[config.mk]
export PLATFORM = sky130hd
export DESIGN_NAME = tone_monitor
export DESIGN_NICKNAME = d
export VERILOG_FILES = /design/src/rtl/tone_monitor.sv
export SDC_FILE = /design/constraint.sdc
export NUM_CORES = 1
export LEC_CHECK = 0
export CORE_MARGIN = 4
export CORE_UTILIZATION = 50
export CTS_BUF_LIST = sky130_fd_sc_hd__clkbuf_4 sky130_fd_sc_hd__clkbuf_8 sky130_fd_sc_hd__clkbuf_16
export DETAILED_ROUTE_END_ITERATION = 6
export PLACE_DENSITY = 0.73
export RECOVER_POWER = 100
export SYNTH_ARGS = -nofsm -noshare
export SYNTH_HDL_FRONTEND = slang
export SYNTH_SLANG_ARGS = --single-unit
export TNS_END_PERCENT = 5
[constraint.sdc]
create_clock -name clk -period 13.8 [get_ports clk]
set_input_delay 2.76 -clock clk [delete_from_list [all_inputs] [get_ports clk]]
set_output_delay 2.76 -clock clk [all_outputs]
set_load 0.03 [all_outputs]
[src/rtl/tone_monitor.sv]
// Multi-channel tone checker: moving-average smoothing, zero-crossing period
// and peak measurement, window checks with saturating error counters.
module tone_monitor #(
    parameter int NUM_CH   = 2,
    parameter int WIDTH    = 16,
    parameter int AVG_LOG2 = 0,
    parameter int CNT_W    = 12,
    parameter int ERR_W    = 8
) (
    input  logic                      clk,
    input  logic                      rst,
    input  logic                      clr,
    input  logic                      smp_vld,
    input  logic [NUM_CH*WIDTH-1:0]   smp_in,
    input  logic [CNT_W-1:0]          min_period,
    input  logic [CNT_W-1:0]          max_period,
    input  logic [WIDTH-2:0]          min_ampl,
    input  logic [WIDTH-2:0]          max_ampl,
    output logic [NUM_CH-1:0]         meas_vld,
    output logic [NUM_CH*CNT_W-1:0]   period_out,
    output logic [NUM_CH*WIDTH-1:0]   peak_out,
    output logic [NUM_CH*ERR_W-1:0]   freq_err_cnt,
    output logic [NUM_CH*ERR_W-1:0]   ampl_err_cnt,
    output logic [NUM_CH-1:0]         locked
);
    localparam int DEPTH = 1 << AVG_LOG2;
    localparam int SUM_W = WIDTH + AVG_LOG2;
    localparam logic [AVG_LOG2:0] FILL_LAST = (AVG_LOG2+1)'(DEPTH - 1);

    typedef enum logic [1:0] {FILL, ARM, SKIP, MEAS} state_t;

    // High in the cycle after a sample: the only cycle crossings and FSMs are evaluated.
    logic eval_q;
    always_ff @(posedge clk or posedge rst) begin
        if (rst)      eval_q <= 1'b0;
        else if (clr) eval_q <= 1'b0;
        else          eval_q <= smp_vld;
    end

    for (genvar gi = 0; gi < NUM_CH; gi++) begin : g_ch
        logic signed [WIDTH-1:0] smp;
        logic signed [WIDTH-1:0] oldest;
        logic signed [WIDTH-1:0] smooth_d;
        logic signed [WIDTH-1:0] smooth_q;
        logic signed [WIDTH-1:0] prev_q;
        logic signed [SUM_W-1:0] sum_d;
        logic signed [SUM_W-1:0] sum_q;
        logic                    xing;

        state_t                  state_q, state_d;
        logic [AVG_LOG2:0]       fill_q, fill_d;
        logic [CNT_W-1:0]        cnt_q, cnt_d, cnt_inc;
        logic signed [WIDTH-1:0] pk_q, pk_d, pk_new;
        logic [WIDTH-1:0]        pk_mag;
        logic [CNT_W-1:0]        per_q, per_d;
        logic signed [WIDTH-1:0] peak_q, peak_d;
        logic                    mv_q, mv_d;
        logic [ERR_W-1:0]        fe_q, fe_d, ae_q, ae_d;
        logic                    per_bad, amp_bad;

        assign smp = $signed(smp_in[gi*WIDTH +: WIDTH]);

        if (AVG_LOG2 == 0) begin : g_direct
            // Depth 1: the entry being replaced is the whole running sum.
            assign oldest = sum_q;
        end else begin : g_hist
            logic signed [WIDTH-1:0] hist_q [DEPTH];
            logic [AVG_LOG2-1:0]     wr_ptr_q;

            assign oldest = hist_q[wr_ptr_q];

            always_ff @(posedge clk or posedge rst) begin
                if (rst || clr) begin
                    for (int i = 0; i < DEPTH; i++) hist_q[i] <= '0;
                    wr_ptr_q <= '0;
                end else if (smp_vld) begin
                    hist_q[wr_ptr_q] <= smp;
                    wr_ptr_q         <= wr_ptr_q + AVG_LOG2'(1);
                end
            end
        end

        assign sum_d    = sum_q + SUM_W'(smp) - SUM_W'(oldest);
        assign smooth_d = WIDTH'(sum_d >>> AVG_LOG2);
        assign xing     = eval_q && prev_q[WIDTH-1] && !smooth_q[WIDTH-1];

        always_ff @(posedge clk or posedge rst) begin
            if (rst) begin
                sum_q    <= '0;
                smooth_q <= '0;
                prev_q   <= '0;
            end else if (clr) begin
                sum_q    <= '0;
                smooth_q <= '0;
                prev_q   <= '0;
            end else if (smp_vld) begin
                sum_q    <= sum_d;
                smooth_q <= smooth_d;
                prev_q   <= smooth_q;
            end
        end

        assign cnt_inc = cnt_q + CNT_W'(1);
        assign pk_new  = (smooth_q > pk_q) ? smooth_q : pk_q;
        // Running peak starts at 0 and only grows, so it is never negative here.
        assign pk_mag  = pk_new;
        assign per_bad = (cnt_inc < min_period) || (cnt_inc > max_period);
        assign amp_bad = (pk_mag < {1'b0, min_ampl}) || (pk_mag > {1'b0, max_ampl});

        always_comb begin
            state_d = state_q;
            fill_d  = fill_q;
            cnt_d   = cnt_q;
            pk_d    = pk_q;
            per_d   = per_q;
            peak_d  = peak_q;
            mv_d    = 1'b0;
            fe_d    = fe_q;
            ae_d    = ae_q;
            if (eval_q) begin
                case (state_q)
                    FILL: begin
                        if (fill_q == FILL_LAST) state_d = ARM;
                        else                     fill_d  = fill_q + (AVG_LOG2+1)'(1);
                    end
                    ARM: begin
                        if (xing) state_d = SKIP;
                    end
                    SKIP: begin
                        if (xing) begin
                            state_d = MEAS;
                            cnt_d   = '0;
                            pk_d    = '0;
                        end
                    end
                    MEAS: begin
                        if (xing) begin
                            per_d  = cnt_inc;
                            peak_d = pk_new;
                            mv_d   = 1'b1;
                            if (per_bad && fe_q != '1) fe_d = fe_q + ERR_W'(1);
                            if (amp_bad && ae_q != '1) ae_d = ae_q + ERR_W'(1);
                            cnt_d  = '0;
                            pk_d   = '0;
                        end else if (cnt_inc == '1) begin
                            // No crossing within the counter range: report and re-arm.
                            per_d   = '1;
                            mv_d    = 1'b1;
                            if (fe_q != '1) fe_d = fe_q + ERR_W'(1);
                            cnt_d   = '0;
                            pk_d    = '0;
                            state_d = ARM;
                        end else begin
                            cnt_d = cnt_inc;
                            pk_d  = pk_new;
                        end
                    end
                    default: state_d = FILL;
                endcase
            end
        end

        always_ff @(posedge clk or posedge rst) begin
            if (rst) begin
                state_q <= FILL;
                fill_q  <= '0;
                cnt_q   <= '0;
                pk_q    <= '0;
                per_q   <= '0;
                peak_q  <= '0;
                mv_q    <= 1'b0;
                fe_q    <= '0;
                ae_q    <= '0;
            end else if (clr) begin
                state_q <= FILL;
                fill_q  <= '0;
                cnt_q   <= '0;
                pk_q    <= '0;
                per_q   <= '0;
                peak_q  <= '0;
                mv_q    <= 1'b0;
                fe_q    <= '0;
                ae_q    <= '0;
            end else begin
                state_q <= state_d;
                fill_q  <= fill_d;
                cnt_q   <= cnt_d;
                pk_q    <= pk_d;
                per_q   <= per_d;
                peak_q  <= peak_d;
                mv_q    <= mv_d;
                fe_q    <= fe_d;
                ae_q    <= ae_d;
            end
        end

        assign meas_vld[gi]                     = mv_q;
        assign period_out[gi*CNT_W +: CNT_W]    = per_q;
        assign peak_out[gi*WIDTH +: WIDTH]      = peak_q;
        assign freq_err_cnt[gi*ERR_W +: ERR_W]  = fe_q;
        assign ampl_err_cnt[gi*ERR_W +: ERR_W]  = ae_q;
        assign locked[gi]                       = (state_q == MEAS);
    end

endmodule

# == Word-level counts from Yosys, hierarchy flattened ==
# Index checks and enable logic that the tools add are counted.
# Widths: inputs -> output; s select.
# classes
add_sub_neg,12
order_cmp,10
reduce_logical,46
n_eq_ne,24
mux,111
# op_table
operator,n
$mux 16,28
$mux 12,20
$mux 8,24
$pmux 16 s2,2
$pmux 12 s2,2
$add 16x16->16,2
$add 8x1->8 const B,4
$gt 16x15->1,2
$gt 16x16->1,2
$lt 16x15->1,2
$ne 8x8->1 const B,4
$sub 16x16->16,2
$mux 2,14
$add 12x1->12 const B,2
$eq 12x12->1 const B,2
$gt 12x12->1,2
$lt 12x12->1,2
$ne 3x3->1 const B,8
$reduce_bool 2->1,10
$mux 1,19
$reduce_and 3->1,6
$reduce_bool 3->1,6
$pmux 2 s4,2
$ne 3x2->1 const B,4
other kinds (11),32
# totals
input_bits,90
word_cells,226
ff_bits,217

# == Logic depth before layout (Yosys ltp) ==
# logic_depth
word_depth,10
ltp_mapped,23

# == Least setup slack after synthesis ==
# Ideal clock, no wire load.
# synth_timing
path_type,in2reg
from,input port smp_in[2]
to,register g_ch[0].sum_q[15]
t_required_ps,13706
stages,13
path_slack_ps,8397
setup_time_ps,94
t_arrival_ps,5309
path_buffers,0
cell_sequence,ha_1 > or2_2 > ha_1 > nor2b_1 > o21ai_1 > nand2_1 > a21o_1 > a31o_1 > a41o_1 > o41a_1 > a31oi_1 > xnor2_1 > a211oi_1
# synth_via
elab_chain_cells,4
# synth_rtl
item,line_no,text
start: declaration,14,"input logic [NUM_CH*WIDTH-1:0] smp_in,"
$add 16x16->16,83,assign sum_d = sum_q + SUM_W'(smp) - SUM_W'(oldest);
$sub 16x16->16,83,
$mux 16,96,end else if (smp_vld) begin
$mux 16,92,end else if (clr) begin
end signal: assignment,97,sum_q <= sum_d;
end: declaration,47,logic signed [SUM_W-1:0] sum_q;
# Every way passes these cells. The select of a mux whose other input is x is not followed.
# A chain may end at the register's enable or synchronous reset.

# == Worst setup path in the final report ==
# layout_timing
from,input port clr
to,register g_ch[0].cnt_q[5]
# layout_via
elab_chain_cells,2
word_cells_on_any_way,5
# layout_rtl
item,line_no,text
start: declaration,12,"input logic clr,"
"$ne 3x3->1 (no source line), or another cell as far along",--,
$reduce_and 3->1 (no source line),--,
end signal: assignment,187,cnt_q <= cnt_d;
end: declaration,52,"logic [CNT_W-1:0] cnt_q, cnt_d, cnt_inc;"
# Several ways; a longest one is shown, not always the timed one.

==> flow_metrics.env <==
export IMPL_status="finished, violations left"
export IMPL_violations="max-capacitance violations, max-slew violations"
export IMPL_grt_start_max_net_pins=115
export IMPL_layout_setup_ws_ps=4800
export IMPL_powerDensity_nw_per_um2=134
export IMPL_setup_violations=0
export IMPL_cts_root_buf="clkbuf_16"
export IMPL_grt_pass1_vias=11700
export IMPL_htreeDepth=4
export IMPL_slew_headroom_pct=-249
export IMPL_ys_async_sr_fraction_pct=100
export IMPL_wl_met2_um=17500
export IMPL_post_cts_buffers=0
export IMPL_min_period_ps=9000
export IMPL_area_growth_pct=18.3
export IMPL_vias=12100
export IMPL_critPathRequiredTime_ps=14150
export IMPL_grt_overflow=0
export IMPL_synth_seq_cells=185
export IMPL_crit_path_end_kind="flip-flop"
export IMPL_place_congestion=0.902
export IMPL_ys_types=71
export IMPL_hold_ws_ps=478
export IMPL_row_count=61
export IMPL_first_pass_iters=5
export IMPL_cts_buffers=17
export IMPL_placed_cell_area_sq_um=16500
export IMPL_hold_viol=0
export IMPL_setup_tns_ps=0
export IMPL_hpwl_um=28500
export IMPL_reg2reg_slack_ps=7780
export IMPL_max_cap_viol_count=3
export IMPL_drt_wl_total_um=36700
export IMPL_wl_met3_um=1470
export IMPL_clk_path_buf_depth=2
export IMPL_final_cell_mix="233 x ha_1, 185 x dfrtp_1, 182 x inv_1, 157 x nor2_1, 117 x nand2_1"
export IMPL_antenna_found_initial=1
export IMPL_drive_gt1_share_pct=4.59
export IMPL_port_buffers=181
export IMPL_vias_per_cell=5.54
export IMPL_place_ws_ps=7720
export IMPL_rsz0062_at_grt="false"
export IMPL_dr_max_layer_used="met4"
export IMPL_fin_nets=2122
export IMPL_synth_edf_count=0
export IMPL_hp_class="reg2reg"
export IMPL_arrival_ps=9350
export IMPL_drt_iter0_drc=680
export IMPL_clock_latency_ps=440
export IMPL_core_area_sq_um=28100
export IMPL_drv_slew=241
export IMPL_critical_path_startpoint_type="input pin"
export IMPL_synth_fp_nets=1977
export IMPL_ioPinCount=182
export IMPL_vdd_drop_max_mv=0.0962
export IMPL_power_leakage_nw=8.68
export IMPL_regArea_sq_um=4630
export IMPL_fmaxAchievable_mhz=111
export IMPL_post_route_util_pct=60.7
export IMPL_layout_commonest_cell="ha_1"
export IMPL_wl_per_cell_um=16.8
export IMPL_clkTransAtPathRegs_ps=70
export IMPL_post_route_period_util_pct=65.2
export IMPL_drc=0
export IMPL_grt_use_total_pct=23.3
export IMPL_hold_buffers=0
export IMPL_synth_ff_type="dfrtp_1"
export IMPL_crit_type="in2reg"
export IMPL_seq_area_frac_synth_pct=32.1
export IMPL_die_y_um=178
export IMPL_die_area_sq_um=31600
export IMPL_drt_met1_wl_um=16800
export IMPL_worstPathMaxFanout=67
export IMPL_cts_sinks=185
export IMPL_skew_ps=15.0
export IMPL_grt_pass1_wl_um=59800
export IMPL_design_area_sq_um=17000
export IMPL_multi_input_area_sq_um=8810
export IMPL_start_util_pct=51.3
export IMPL_ys_warn_count=0
export IMPL_netlist_instances=1652
export IMPL_ant_nets=0
export IMPL_cts_resized_gates=0
export IMPL_syn_area_sq_um=14400
export IMPL_tritoncts="yes"
export IMPL_synth_area_per_cell_sq_um=8.72
export IMPL_fillers=2556
export IMPL_tightest_slew_ps=5210
export IMPL_die_width_um=178
==> worst max-delay path: stages <==
cell	delay, ps
clkbuf_1	1890
clkbuf_1	2190
a21oi_1	1040
clkbuf_1	760
nor2_1	420
nand2_1	90
o21ai_0	150
==> cell type report <==
class                      instances  share of cell area [%]
inverter                         186                    4.10
tap                              378                    2.78
sequential                       185                    27.2
clock inverter                    15                   0.947
timing repair buffer             188                    10.8
antenna                            1                  0.0147
multi-input combinational       1219                    51.7
clock buffer                      17                    2.50
==> cells in the mapped netlist (3+ instances only) <==
cell,instances,area [sq um]
a21oi_1,84,420
a21boi_1,3,22.5
xnor2_1,26,228
clkbuf_1,52,195
o31ai_1,28,210
nand3_1,36,180
nand2_1,117,439
ha_1,233,2920
a31oi_1,11,68.8
and4_1,4,35.0
o21a_1,11,82.6
nor4_1,4,25.0
or3_1,18,113
and2_1,9,56.3
a211oi_1,29,218
inv_2,3,11.3
a311oi_1,18,158
buf_1,3,11.3
o21ai_0,89,445
nand4_1,28,175
a21o_1,27,203
mux2i_1,41,410
o211ai_1,11,82.6
nand3b_1,4,30.0
dfrtp_1,185,4630
and3_1,13,81.3
xor2_1,61,534
nand2b_1,9,56.3
nor3_1,27,135
buf_4,5,37.5
or2_2,30,188
nor2b_1,21,131
nor2_1,159,597
nor3_2,4,40.0
inv_1,183,687
or4_1,4,30.0
a31o_1,3,26.3
o21ai_1,15,75.1
==> power breakdown <==
group | switching (W) | internal [W] | total [W]
clock network | 0.000238 | 0.000257 | 0.000495
logic | 0.000637 | 0.000510 | 0.00115
registers | 0.0000614 | 0.000574 | 0.000635
==> layer usage <==
layer	vias to the layer above	track usage (%)
met5	-	0
met4	0	6.80
met3	46	3.17
met1	5818	32.2
met2	245	38.5
li1	6016	-
==> registers in the layout, indices dropped and copies added (netlist names) <==
signal / count
g_ch.oldest: 32
g_ch.peak_q: 32
g_ch.pk_q: 32
g_ch.ae_q: 16
g_ch.cnt_q: 24
g_ch.prev_q: 2
g_ch.per_q: 24
eval_q: 1
g_ch.state_q: 4
g_ch.fe_q: 16
g_ch.mv_q: 2
==> kinds of logic after synthesis <==
kind of cell | Yosys count | share of synthesized area, %
compound gates | 353 | 15.5
xor+xnor | 88 | 5.40
fa+ha+maj | 235 | 20.5
buf+inv | 248 | 6.61
flops | 185 | 32.1
mux | 42 | 2.93
simple gates | 501 | 16.9
==> through the flow <==
stage,total power (W),cells
4_1_cts,0.00229,2188
2_1_floorplan,0.00154,1652
5_1_grt,0.00248,2189
3_3_place_gp,0.00176,2156
3_5_place_dp,0.00179,2156
6_report,0.00228,2189
==> path summary, 6_finish.rpt <==
path / from / depth (start not counted) / end
worst max-delay path: clr / 7 / g_ch[0].cnt_q[5]$_DFFE_PP0P_
worst min-delay path: g_ch[0].pk_q[14]$_DFFE_PP0P_ / 2 / g_ch[0].pk_q[14]$_DFFE_PP0P_
worst max register to register: g_ch[1].oldest[14]$_DFFE_PP0P_ / 19 / g_ch[1].ae_q[3]$_DFFE_PP0P_
worst min register to register: g_ch[0].pk_q[14]$_DFFE_PP0P_ / 2 / g_ch[0].pk_q[14]$_DFFE_PP0P_
max in group asynchronous: rst / 3 / g_ch[1].ae_q[6]$_DFFE_PP0P_
min in group asynchronous: rst / 2 / g_ch[0].mv_q$_DFF_PP0_
(Power assumes the default switching activity.)
